## src/rtl/clint_timer.sv

```systemverilog
// -----------------------------------------------------------------------------
// clint_timer
// Core-local interruptor for a single hart. A memory-mapped responder on the
// uncached data-bus path that holds mtime, mtimecmp and msip, and drives the
// timer (trint) and software (swint) interrupt lines of the machine-mode CSRs.
//
// Register map (offset from BASE_ADDR, 8-byte aligned, addr[2:0] ignored):
//   0x0000  msip      bit0 R/W, bits 63:1 read as 0
//   0x4000  mtimecmp  64-bit R/W
//   0xBFF8  mtime     64-bit R/W (write only when CLINT_MTIME_WRITE_EN is defined)
//   other   unmapped  -> resp_err=1, resp_rdata=0, no state change
//
// Build option:
//   CLINT_MTIME_WRITE_EN  defined   : stores to mtime take effect.
//                         undefined : stores to mtime complete without error
//                                     and have no effect.
//
// Parameters:
//   BASE_ADDR  base of the CLINT window
//   TICK_DIV   core cycles per mtime increment (>= 1)
//
// Ports:
//   clk, reset     core clock, synchronous active-high reset
//   req_*          bus request; req_valid is held by the requester until resp_ok
//   resp_ok        one-cycle completion pulse, the cycle after acceptance
//   resp_err       valid with resp_ok, 1 = unmapped address
//   resp_rdata     load data, valid with resp_ok
//   trint          timer interrupt pending (mtime >= mtimecmp, unsigned)
//   swint          software interrupt pending (msip[0])
//   mtime_o        current mtime register
//   dbg_fsm_state  current bus FSM state (0 = IDLE, 1 = RESP)
//
// Handshake: a request is accepted on a rising edge where the FSM is IDLE and
// req_valid=1. The access (load sample or store) happens on that same edge and
// resp_ok is high for exactly the following cycle. No request is accepted in
// the RESP cycle, so a requester that keeps req_valid high after resp_ok is
// accepted again in the next IDLE cycle. A reset during a pending transaction
// drops it without any resp_ok; the requester must reissue.
// -----------------------------------------------------------------------------
module clint_timer #(
    parameter logic [63:0] BASE_ADDR = 64'h0000_0000_0200_0000,
    parameter int unsigned TICK_DIV  = 1
) (
    input  logic        clk,
    input  logic        reset,
    input  logic        req_valid,
    input  logic        req_write,
    input  logic [63:0] req_addr,
    input  logic [7:0]  req_strobe,
    input  logic [63:0] req_wdata,
    output logic        resp_ok,
    output logic        resp_err,
    output logic [63:0] resp_rdata,
    output logic        trint,
    output logic        swint,
    output logic [63:0] mtime_o,
    output logic        dbg_fsm_state
);

    localparam logic [63:0] OFF_MSIP     = 64'h0000_0000_0000_0000;
    localparam logic [63:0] OFF_MTIMECMP = 64'h0000_0000_0000_4000;
    localparam logic [63:0] OFF_MTIME    = 64'h0000_0000_0000_BFF8;

    // Divider is at least one bit wide so TICK_DIV=1 still elaborates; in that
    // case it simply stays at 0 and every edge is a tick.
    localparam int unsigned       DIV_W    = (TICK_DIV > 1) ? $clog2(TICK_DIV) : 1;
    localparam logic [DIV_W-1:0]  DIV_LAST = DIV_W'(TICK_DIV - 1);

    typedef enum logic {
        ST_IDLE = 1'b0,
        ST_RESP = 1'b1
    } state_t;

    state_t             r_state;
    state_t             w_state_next;
    logic               w_accept;
    logic               w_resp_ok;

    logic [63:0]        r_mtime;
    logic [63:0]        r_mtimecmp;
    logic               r_msip;
    logic [DIV_W-1:0]   r_div;
    logic               r_resp_err;
    logic [63:0]        r_resp_rdata;

    logic [63:0]        w_offset;
    logic               w_hit_msip;
    logic               w_hit_mtimecmp;
    logic               w_hit_mtime;
    logic               w_mapped;
    logic [63:0]        w_mask;
    logic [63:0]        w_mtimecmp_merged;
    logic               w_msip_next;
    logic               w_wr_msip;
    logic               w_wr_mtimecmp;
    logic               w_tick;
    logic [63:0]        w_rdata;
    logic               w_unused_addr_lsb;

    // ------------------------------------------------------------------
    // Address decode
    // ------------------------------------------------------------------
    assign w_offset          = {req_addr[63:3], 3'b000} - BASE_ADDR;
    assign w_hit_msip        = (w_offset == OFF_MSIP);
    assign w_hit_mtimecmp    = (w_offset == OFF_MTIMECMP);
    assign w_hit_mtime       = (w_offset == OFF_MTIME);
    assign w_mapped          = w_hit_msip | w_hit_mtimecmp | w_hit_mtime;
    assign w_unused_addr_lsb = ^req_addr[2:0];

    // ------------------------------------------------------------------
    // Bus FSM: next state and outputs
    // ------------------------------------------------------------------
    always_comb begin
        w_state_next = r_state;
        w_accept     = 1'b0;
        w_resp_ok    = 1'b0;
        case (r_state)
            ST_IDLE: begin
                if (req_valid) begin
                    w_accept     = 1'b1;
                    w_state_next = ST_RESP;
                end
            end
            ST_RESP: begin
                w_resp_ok    = 1'b1;
                w_state_next = ST_IDLE;
            end
            default: begin
                w_state_next = ST_IDLE;
            end
        endcase
    end

    always_ff @(posedge clk) begin
        if (reset) begin
            r_state <= ST_IDLE;
        end else begin
            r_state <= w_state_next;
        end
    end

    // ------------------------------------------------------------------
    // Store data merge: expand byte strobes into a bit mask
    // ------------------------------------------------------------------
    always_comb begin
        w_mask = '0;
        for (int b = 0; b < 8; b++) begin
            w_mask[b*8 +: 8] = {8{req_strobe[b]}};
        end
    end

    assign w_mtimecmp_merged = (r_mtimecmp & ~w_mask) | (req_wdata & w_mask);
    // Only bit 0 of msip exists, so only byte lane 0 can change it.
    assign w_msip_next       = req_strobe[0] ? req_wdata[0] : r_msip;

    assign w_wr_msip     = w_accept & req_write & w_hit_msip;
    assign w_wr_mtimecmp = w_accept & req_write & w_hit_mtimecmp;

    // ------------------------------------------------------------------
    // Load data mux (value before this edge's updates)
    // ------------------------------------------------------------------
    always_comb begin
        w_rdata = '0;
        if (!req_write) begin
            if (w_hit_msip) begin
                w_rdata = {63'd0, r_msip};
            end else if (w_hit_mtimecmp) begin
                w_rdata = r_mtimecmp;
            end else if (w_hit_mtime) begin
                w_rdata = r_mtime;
            end
        end
    end

    // ------------------------------------------------------------------
    // Tick divider
    // ------------------------------------------------------------------
    assign w_tick = (r_div == DIV_LAST);

    always_ff @(posedge clk) begin
        if (reset) begin
            r_div <= '0;
        end else if (w_tick) begin
            r_div <= '0;
        end else begin
            r_div <= r_div + DIV_W'(1);
        end
    end

    // ------------------------------------------------------------------
    // mtime: a store on a tick edge wins over the increment; the divider
    // keeps running either way.
    // ------------------------------------------------------------------
`ifdef CLINT_MTIME_WRITE_EN
    logic        w_wr_mtime;
    logic [63:0] w_mtime_merged;

    assign w_wr_mtime     = w_accept & req_write & w_hit_mtime;
    assign w_mtime_merged = (r_mtime & ~w_mask) | (req_wdata & w_mask);

    always_ff @(posedge clk) begin
        if (reset) begin
            r_mtime <= '0;
        end else if (w_wr_mtime) begin
            r_mtime <= w_mtime_merged;
        end else if (w_tick) begin
            r_mtime <= r_mtime + 64'd1;
        end
    end
`else
    // Stores to mtime are acknowledged by the FSM but never reach the register.
    always_ff @(posedge clk) begin
        if (reset) begin
            r_mtime <= '0;
        end else if (w_tick) begin
            r_mtime <= r_mtime + 64'd1;
        end
    end
`endif

    // ------------------------------------------------------------------
    // mtimecmp, msip and the latched response
    // ------------------------------------------------------------------
    always_ff @(posedge clk) begin
        if (reset) begin
            r_mtimecmp   <= '1;
            r_msip       <= 1'b0;
            r_resp_err   <= 1'b0;
            r_resp_rdata <= '0;
        end else begin
            if (w_wr_mtimecmp) begin
                r_mtimecmp <= w_mtimecmp_merged;
            end
            if (w_wr_msip) begin
                r_msip <= w_msip_next;
            end
            if (w_accept) begin
                r_resp_err   <= ~w_mapped;
                r_resp_rdata <= w_rdata;
            end
        end
    end

    // ------------------------------------------------------------------
    // Outputs
    // ------------------------------------------------------------------
    assign resp_ok       = w_resp_ok;
    assign resp_err      = r_resp_err;
    assign resp_rdata    = r_resp_rdata;
    assign trint         = (r_mtime >= r_mtimecmp);
    assign swint         = r_msip;
    assign mtime_o       = r_mtime;
    assign dbg_fsm_state = r_state;

endmodule
```

## config.mk

```make
export PLATFORM = sky130hd
export DESIGN_NAME = clint_timer
export DESIGN_NICKNAME = d
export VERILOG_FILES = /design/src/rtl/clint_timer.sv
export SDC_FILE = /design/constraint.sdc
export NUM_CORES = 1
export LEC_CHECK = 0
export CAP_MARGIN = 30
export CORE_MARGIN = 4
export CORE_UTILIZATION = 54
export CTS_BUF_LIST = sky130_fd_sc_hd__clkbuf_8
export DETAILED_ROUTE_END_ITERATION = 12
export PLACE_DENSITY = 0.94
export SYNTH_ARGS = -nofsm -noshare
export SYNTH_HDL_FRONTEND = slang
export SYNTH_SLANG_ARGS = --single-unit
```

## constraint.sdc

```tcl
create_clock -name clk -period 6.3 [get_ports clk]
set_input_delay 1.575 -clock clk [delete_from_list [all_inputs] [get_ports clk]]
set_output_delay 1.575 -clock clk [all_outputs]
set_load 0.03 [all_outputs]
```

==> reports/qor.yml <==
global_route:
  grt_max_degree: 123
  grt_pass1_wl_um: 48200
  grt_use_total_pct: 28.9
  grt_overflow: 0
  grt_pass1_vias: 9861
  antenna_found_initial: 0
power_and_ir_drop:
  powerDensity_mw_per_mm2: 175
  vdd_drop_max_mv: 0.141
  p_leak_nw: 5.39
  power_mw: 2.30
clock_network:
  clockBufferDepth: 2
  h-tree-depth: 4
  root_buffer: "clkbuf_8"
  cts_resized: 0
  cts_hold_buffers: 0
  clock_latency_ps: 470
  post_cts_buffers: 0
  cts.sinks: 196
  clk_pin_slew_ps: 100
  cts_made_buffers: 17
  cts_tree: "yes"
status:
  outcome: "finished clean"
worst_hold_path:
  hold_depth: 2
  hp-class: "reg2reg"
drt:
  ant_nets: 0
  wl_per_cell_um: 18.5
  drc: 0
  drt-total-wl_um: 30800
  via_per_inst: 5.86
  drt_iter0_markers: 832
  vias: 9741
  first_pass_iters: 5
critical_path:
  worst-path-buf-inv: 2
  path_cells: "inv_1 -> ha_1 -> nand2b_1 -> a21o_1 -> a211o_1 -> a21oi_1 -> o211ai_1 -> a21oi_1 -> o21ai_0 -> clkdlybuf4s50_1"
  cp.required_ps: 4720
  arrival_ps: 3530
  start_kind: "flop"
  crit_path_end_kind: "primary output"
  cp.depth: 10
  path_max_fanout: 8
  critical_path.top_delay_family: "compound AO/OA/AOI/OAI gates"
  critPathKind: "reg2out"
  cp_slowest_cell: "clkdlybuf4s50_1"
  r2r_setup_slack_ps: 3460
  ff2ff_path_depth: 6
  path_common_cell: "a21oi_1"
  cpPeakStageDelay_ps: 630
timing:
  post-route-min-period_ps: 5110
  slew_headroom_pct: 32.1
  setup_viol: 0
  fin_crit_sh_pct: 81.1
  hold_viol_final: 0
  setup_slack_ps: 1190
  drv_slew: 0
  worst_pin_slew_ps: 1010
  finalClockSkew_ps: 10.8
  grt_setup_unrepaired: "no"
  fmax_ghz: 0.196
  hold_ws_ps: 461
  fin_setup_tns_ps: 0
yosys:
  ys_ff_latch: 196
  ys_types: 53
  async_flop_share_pct: 0
  netlist.area_leader.share_pct: 38.9
  synth_area_leaders: "dfxtp_1 39%, ha_1 8.1%, nor2_1 7.6%, mux2i_1 5.9%, a22oi_1 4.9%"
  synth_ff_type: "dfxtp_1"
  synth.cell_area_sq_mm: 0.0101
  syn-num-nets: 1390
  ys_seq_area_share_pct: 38.9
  syn_inst: 1185
  synth_edf_count: 0
  yosys-top-cells-count: "205 x nor2_1, 196 x dfxtp_1, 99 x nand2_1, 79 x o21ai_0, 72 x inv_1"
  synth.avg_cell_area_sq_um: 8.50
  synth_top_cell_by_area: "dfxtp_1"
  yosys_warnings: 0
  yosysMostFrequentCell: "nor2_1"
cells_and_area:
  fin_nets: 1624
  design_area_sq_mm: 0.0131
  drive_gt1_share_pct: 4.33
  area_delta_synth_final_pct: 30.5
  fin_cells: 1661
  utilization_pct: 72.4
  n_antenna_cell: 0
placed_design:
  post-place-cells: 1629
  placed_area_sq_mm: 0.0127
  gp_congestion: 0.891
  hpwl_um: 21600
  place.port_buffers: 269
  dpl_worst_slack_ps: 1240
die:
  initial_utilization_pct: 55.5
  io_pins: 273
  die-area_sq_mm: 0.0209
  std_cell_rows: 49
  die_y_um: 145
  dieWidth_um: 145
  core_sq_mm: 0.0181
job:
  drv_cap: 0
cell type report:
type	count	area, sq um
Multi-Input combinational cell	857	5500
Fill cell	1328	5000
Sequential cell	196	3920
Timing Repair Buffer	275	2740
Tap cell	229	287
Inverter	72	270
Clock buffer	19	262
Clock inverter	13	169
tightest hold or removal path, cell delays in order, from the launching register on:
cell     delay, ps
dfxtp_1        340
nand2_1         40
o21ai_0         50
cell families after synthesis:
family	count (synthesis)	share of synthesized area [%]
AOI/OAI and AO/OA	206	13.1
other	1	0.0372
xor gates and xnor gates	57	4.96
adders and majority gates	65	8.07
muxes	61	6.09
buffers and inverters	132	6.69
DFF	196	38.9
and+or+nand+nor	467	22.1
final timing paths:
path / start / to
setup / recovery: mtime_o[0] / trint
hold / removal: resp_rdata[58] / resp_rdata[58]
setup reg to reg: mtime_o[6] / mtime_o[63]
hold reg to reg: resp_rdata[58] / resp_rdata[58]
per-layer routing:
metal	track usage [%]	wire length, um	up-vias
met5	0	0	-
met4	9.43	697	0
met3	6.65	2320	65
met2	51.8	15500	420
met1	34.1	12300	4685
li1	-	-	4571
where the power goes:
part           leakage (nW)  total [mW]  internal (mW)  switching [mW]
Clock                 0.224       0.897          0.422           0.475
Sequential             1.58        1.25           1.24         0.00448
Combinational          3.58       0.161         0.0931          0.0675
cells in the final DEF (no fill, tap or decap), types with 23 or more instances in the layout:
master           count
a22oi_1             66
clkdlybuf4s50_1    268
dfxtp_1            196
ha_1                65
inv_1               72
mux2i_1             59
nand2_1             99
nand3_1             31
nand4_1             29
nor2_1             203
o21ai_0             79
xnor2_1             23
xor2_1              34
(Power assumes the default switching activity.)
